<file path="src/rtl/alu_issue_queue.sv">
// ALU reservation station: holds dispatched uops until both operands are ready,
// snoops writeback broadcasts by ROB tag, and issues the oldest ready entry each cycle.
package decode_pkg;
   typedef struct packed {
      logic [3:0] opcode;
      logic       is_branch;
      logic       is_jump;
      logic [4:0] rd;
   } uop_t;
endpackage

module alu_issue_queue #(
   parameter int DEPTH    = 8,
   parameter int TAG_W    = 6,
   parameter int XLEN     = 32,
   parameter int WB_PORTS = 2,
   parameter int CNT_W    = $clog2(DEPTH + 1)
) (
   input  logic                      clk_i,
   input  logic                      rst_i,
   input  logic                      flush_i,
   input  logic                      disp_valid_i,
   output logic                      disp_ready_o,
   input  decode_pkg::uop_t          disp_uop_i,
   input  logic [TAG_W-1:0]          disp_rob_tag_i,
   input  logic                      disp_rs1_rdy_i,
   input  logic                      disp_rs2_rdy_i,
   input  logic [TAG_W-1:0]          disp_rs1_tag_i,
   input  logic [TAG_W-1:0]          disp_rs2_tag_i,
   input  logic [XLEN-1:0]           disp_rs1_data_i,
   input  logic [XLEN-1:0]           disp_rs2_data_i,
   input  logic [WB_PORTS-1:0]       wb_valid_i,
   input  logic [WB_PORTS*TAG_W-1:0] wb_tag_i,
   input  logic [WB_PORTS*XLEN-1:0]  wb_data_i,
   input  logic                      alu_ready_i,
   output logic                      alu_valid_o,
   output decode_pkg::uop_t          alu_uop_o,
   output logic [XLEN-1:0]           alu_rs1_data_o,
   output logic [XLEN-1:0]           alu_rs2_data_o,
   output logic [TAG_W-1:0]          alu_rob_tag_o,
   output logic [CNT_W-1:0]          count_o
);

   logic [DEPTH-1:0]   valid, rs1_rdy, rs2_rdy;
   decode_pkg::uop_t   uop      [DEPTH];
   logic [TAG_W-1:0]   rob_tag  [DEPTH];
   logic [TAG_W-1:0]   rs1_tag  [DEPTH];
   logic [TAG_W-1:0]   rs2_tag  [DEPTH];
   logic [XLEN-1:0]    rs1_data [DEPTH];
   logic [XLEN-1:0]    rs2_data [DEPTH];
   logic [DEPTH-1:0]   age      [DEPTH];
   logic [CNT_W-1:0]   count;

   logic [DEPTH-1:0]   eligible, grant, issue_oh, alloc_oh, alloc_mask;
   logic               disp_fire, issue_fire, slot_found;
   logic [XLEN:0]      wake1 [DEPTH];
   logic [XLEN:0]      wake2 [DEPTH];
   logic [XLEN:0]      disp_wake1, disp_wake2;

   // Returns {hit, data}; ports are scanned high to low so the lowest index wins.
   function automatic logic [XLEN:0] snoop(input logic [TAG_W-1:0] tag);
      logic [XLEN:0] r;
      r = '0;
      for (int p = WB_PORTS - 1; p >= 0; p--) begin
         if (wb_valid_i[p] && wb_tag_i[p*TAG_W +: TAG_W] == tag)
            r = {1'b1, wb_data_i[p*XLEN +: XLEN]};
      end
      return r;
   endfunction

   always_comb begin
      eligible   = valid & rs1_rdy & rs2_rdy;
      grant      = '0;
      alloc_oh   = '0;
      slot_found = 1'b0;
      for (int i = 0; i < DEPTH; i++) begin
         grant[i] = eligible[i] && ((age[i] & eligible) == '0);
         wake1[i] = snoop(rs1_tag[i]);
         wake2[i] = snoop(rs2_tag[i]);
         if (!valid[i] && !slot_found) begin
            alloc_oh[i] = 1'b1;
            slot_found  = 1'b1;
         end
      end
      disp_wake1   = snoop(disp_rs1_tag_i);
      disp_wake2   = snoop(disp_rs2_tag_i);
      disp_ready_o = (count != CNT_W'(DEPTH));
      alu_valid_o  = (|eligible) && !flush_i;
      issue_fire   = alu_valid_o && alu_ready_i;
      disp_fire    = disp_valid_i && disp_ready_o && !flush_i;
      issue_oh     = issue_fire ? grant : '0;
      alloc_mask   = disp_fire ? alloc_oh : '0;
   end

   always_comb begin
      alu_uop_o      = '0;
      alu_rs1_data_o = '0;
      alu_rs2_data_o = '0;
      alu_rob_tag_o  = '0;
      for (int i = 0; i < DEPTH; i++) begin
         if (alu_valid_o && grant[i]) begin
            alu_uop_o      = uop[i];
            alu_rs1_data_o = rs1_data[i];
            alu_rs2_data_o = rs2_data[i];
            alu_rob_tag_o  = rob_tag[i];
         end
      end
   end

   always_ff @(posedge clk_i) begin
      if (rst_i || flush_i) begin
         valid <= '0;
         count <= '0;
         for (int i = 0; i < DEPTH; i++) age[i] <= '0;
      end else begin
         count <= count + CNT_W'(disp_fire) - CNT_W'(issue_fire);
         for (int i = 0; i < DEPTH; i++) begin
            if (valid[i] && !rs1_rdy[i] && wake1[i][XLEN]) begin
               rs1_rdy[i]  <= 1'b1;
               rs1_data[i] <= wake1[i][XLEN-1:0];
            end
            if (valid[i] && !rs2_rdy[i] && wake2[i][XLEN]) begin
               rs2_rdy[i]  <= 1'b1;
               rs2_data[i] <= wake2[i][XLEN-1:0];
            end
            if (issue_oh[i]) valid[i] <= 1'b0;
            // A new entry is younger than every survivor, but not the one leaving now.
            if (alloc_mask[i]) begin
               valid[i]    <= 1'b1;
               uop[i]      <= disp_uop_i;
               rob_tag[i]  <= disp_rob_tag_i;
               rs1_tag[i]  <= disp_rs1_tag_i;
               rs2_tag[i]  <= disp_rs2_tag_i;
               rs1_rdy[i]  <= disp_rs1_rdy_i | disp_wake1[XLEN];
               rs2_rdy[i]  <= disp_rs2_rdy_i | disp_wake2[XLEN];
               rs1_data[i] <= disp_rs1_rdy_i ? disp_rs1_data_i : disp_wake1[XLEN-1:0];
               rs2_data[i] <= disp_rs2_rdy_i ? disp_rs2_data_i : disp_wake2[XLEN-1:0];
               age[i]      <= valid & ~issue_oh;
            end else begin
               age[i] <= age[i] & ~alloc_mask & ~issue_oh;
            end
         end
      end
   end

   assign count_o = count;

endmodule

</file>
<file path="config.mk">
export PLATFORM = sky130hd
export DESIGN_NAME = alu_issue_queue
export DESIGN_NICKNAME = d
export VERILOG_FILES = /design/src/rtl/alu_issue_queue.sv
export SDC_FILE = /design/constraint.sdc
export NUM_CORES = 2
export LEC_CHECK = 0
export ABC_CLOCK_PERIOD_IN_PS = 7900
export CAP_MARGIN = 0
export CELL_PAD_IN_SITES_DETAIL_PLACEMENT = 0
export CELL_PAD_IN_SITES_GLOBAL_PLACEMENT = 2
export CORE_UTILIZATION = 41
export DETAILED_ROUTE_END_ITERATION = 16
export PLACE_DENSITY = 0.9
export RECOVER_POWER = 25
export SLEW_MARGIN = 40
export SYNTH_ARGS = -nofsm -noshare
export SYNTH_HDL_FRONTEND = slang
export SYNTH_SLANG_ARGS = --single-unit
export TNS_END_PERCENT = 50
</file>
<file path="constraint.sdc">
create_clock -name clk_i -period 7.9 [get_ports clk_i]
set_input_delay 2.37 -clock clk_i [delete_from_list [all_inputs] [get_ports clk_i]]
set_output_delay 2.37 -clock clk_i [all_outputs]
set_load 0.005 [all_outputs]
</file>
==> results.json <==
{
  "placed_cell_area_um2": 53000,
  "pre_cts_ws_ns": 0.5142,
  "dieArea_um2": 119100,
  "firstDrtPassIters": 9,
  "ys_ff_latch": 836,
  "syn_area_um2": 48260,
  "relSlewSlack_pct": -149.4,
  "yosysWarnings": 0,
  "worst_slack_ns": 0.3314,
  "path_buf_inv": 3,
  "h-tree-depth": 3,
  "crit_required_ns": 5.53,
  "p_sw_mw": 2.335,
  "async_flop_share_pct": 0,
  "tns_ns": 0,
  "final_antenna_net_count": 0,
  "p_total_mw": 9.872,
  "start_kind": "input port",
  "hold_viol": 0,
  "powerDensity_nw_per_um2": 176.9,
  "grt_pass1_wl_mm": 293.1,
  "totalWireLength_mm": 207.6,
  "grt_overflow": 0,
  "synth.top_cell.area_share_pct": 51.27,
  "synth-edff-count": 824,
  "seqPwrFrac_pct": 49.5,
  "ys_types": 72,
  "layout_commonest_cell": "edfxtp_1",
  "clockBufferDepth": 3,
  "synth_top_flop_cell": "edfxtp_1",
  "drv_slew": 303,
  "area_growth_pct": 15.62,
  "path_class": "in2out",
  "dp_cells": 5856,
  "grtUsageTotal_pct": 33.42,
  "mostFrequentLayoutCells": "edfxtp_1 (824), a21oi_1 (304), mux2i_1 (280)",
  "rsz0062_at_grt": "no",
  "crit_slowest_cell": "buf_4",
  "antenna_found_initial": 20,
  "cts_made_buffers": 93,
  "comb_power_share_pct": 7.1,
  "nNetsFinal": 4613,
  "cp_top_family": "buffers and inverters",
  "io_buffers": 264,
  "cts_sinks": 836,
  "multi_input_area_um2": 21580,
  "ios": 265,
  "die_y_um": 345.1,
  "rows": 125,
  "ctsResizeCount": 0,
  "period_minus_slack_ns": 7.569,
  "crit_arrival_ns": 5.20,
  "die_width_um": 345.1,
  "fin_worst_skew_ns": 0.03227,
  "ctsHoldBuffers": 0,
  "drc": 0,
  "yosysSeqAreaShare_pct": 51.77,
  "root_buffer": "clkbuf_16",
  "cts_setup_buffers": 0,
  "violations": "capacitance limit, slew limit",
  "tightest_slew_ns": 3.741,
  "hold_ws_ns": 0.5593,
  "clk_pin_slew_ns": 0.06,
  "synth.largest_area_cell": "edfxtp_1",
  "hold_path_class": "reg2reg",
  "max_cap_violations": 9,
  "drive_gt1_share_pct": 12.53,
  "hpwl_mm": 121.2,
  "grt_pass1_vias": 40870,
  "n_fill_cell": 10400,
  "drt-initial-drc-count": 7268,
  "vdd.ir_drop.worst_uv": 156.4,
  "grt_max_degree": 84,
  "globalplace.congestion": 0.9204,
  "synth_area_leaders": "edfxtp_1 (51%), mux2i_1 (5.9%), clkbuf_1 (3.5%)",
  "setup_viol": 0,
  "clock_latency_ns": 0.70,
  "max_freq_mhz": 132.1,
  "fin_cells": 6031,
  "synth_cells": 4394,
  "cts_tree": "done",
  "internal-power_mw": 7.537,
  "path_cells": "buf_2 > a21o_4 > buf_4 > nor3_1 > o31a_1 > o221ai_1 > clkdlybuf4s50_1",
  "p_sw_share_pct": 23.65,
  "core_um2": 116500,
  "cp-end-kind": "output pin",
  "syn_avg_cell_area_um2": 10.98,
  "wl_per_cell_um": 34.42,
  "status": "finished, violations left",
  "slowest_delay_ns": 0.69,
  "path_max_fanout": 46,
  "start_util_pct": 41.42,
  "routed_via_density": 7.130,
  "p_leak_nw": 17.23,
  "p_clk_share_pct": 43.4,
  "seq_area_um2": 24980,
  "finalCritPeriodShare_pct": 95.80,
  "design_area_um2": 55800,
  "post-route-util_pct": 47.89,
  "via_count": 43000
}
## synth_stat cells, types with 8 or more instances
cell type,n
a21oi_1,315
a221oi_1,179
a22oi_1,82
a311oi_1,81
a32o_1,29
and3_1,130
buf_1,38
buf_2,84
clkbuf_1,450
dfxtp_1,12
edfxtp_1,824
inv_1,58
mux2_2,98
mux2i_1,286
nand2_1,144
nand2b_1,35
nand3_1,183
nand3b_1,23
nand4_1,77
nor2_1,127
nor2b_1,30
nor3_1,71
nor4_1,45
o2111ai_1,8
o211ai_1,24
o21a_1,9
o21ai_0,165
o21bai_1,15
o221ai_1,138
o22ai_1,190
o31a_1,60
o31ai_2,32
or2_2,9
or3_1,35
xnor2_1,104
xor2_1,114
## cells by family after synthesis
group | synth area share, %
AO/OA/AOI/OAI | 20.18
buffers and inverters | 5.258
multiplexers | 8.218
XOR/XNOR | 3.956
flip-flops | 51.77
other | 0.007770
adder cells (fa/ha/maj) | 0.1711
AND/OR/NAND/NOR | 10.44
## power by group through the flow
stage	clock (mW)	combinational (mW)	sequential, mW
3_3_place_gp	0	0.670	4.98
5_1_grt	4.43	0.725	4.89
2_1_floorplan	0	0.378	4.97
3_5_place_dp	0	0.679	4.98
4_1_cts	4.27	0.682	4.89
6_report	4.29	0.699	4.89
## worst reg2reg max path: stages (launching register included)
cell and delay (ns):
dfxtp_1 0.30, inv_1 0.07, ha_1 0.15, nor3b_1 0.40
inv_1 0.25, nand3_1 0.35, nor3_1 0.22, nand2b_2 0.15
clkbuf_1 2.63, o31ai_4 0.20, buf_4 0.46
## registers in the layout, summed over array words and instances, names as in the netlist
| signal | flops |
|---|---|
| age | 64 |
| count_o | 4 |
| rob_tag | 48 |
| rs1_data | 256 |
| rs1_rdy | 8 |
| rs1_tag | 48 |
| rs2_data | 256 |
| rs2_rdy | 8 |
| rs2_tag | 48 |
| uop | 88 |
| valid | 8 |
## cell type report
class | instances | share of cell area [%]
antenna | 7 | 0.03139
inverter | 62 | 0.4283
multi-input combinational | 2980 | 38.66
tap | 1524 | 3.417
clock inverter | 40 | 0.5493
sequential | 836 | 44.77
timing repair buffer | 456 | 7.504
clock buffer | 126 | 4.635
## routing by layer
| layer | vias up | global-route usage (%) | wire length (µm) |
|---|---|---|---|
| li1 | 17380 | - | - |
| met1 | 21100 | 43.77 | 75850 |
| met2 | 3765 | 50.40 | 90970 |
| met3 | 746 | 8.579 | 29170 |
| met4 | 12 | 18.49 | 11500 |
| met5 | - | 0 | 84 |
## worst paths after layout
kind | startpoint | end | slack, ns | depth (start not counted)
worst max-delay path | flush_i | alu_rs2_data_o[29] | 0.33 | 7
worst min-delay path | age[1][4] | age[1][4] | 0.56 | 1
worst max register to register | count_o[2] | rs1_data[1][0] | 2.28 | 10
worst min register to register | age[1][4] | age[1][4] | 0.56 | 1
(Power assumes the default switching activity.)
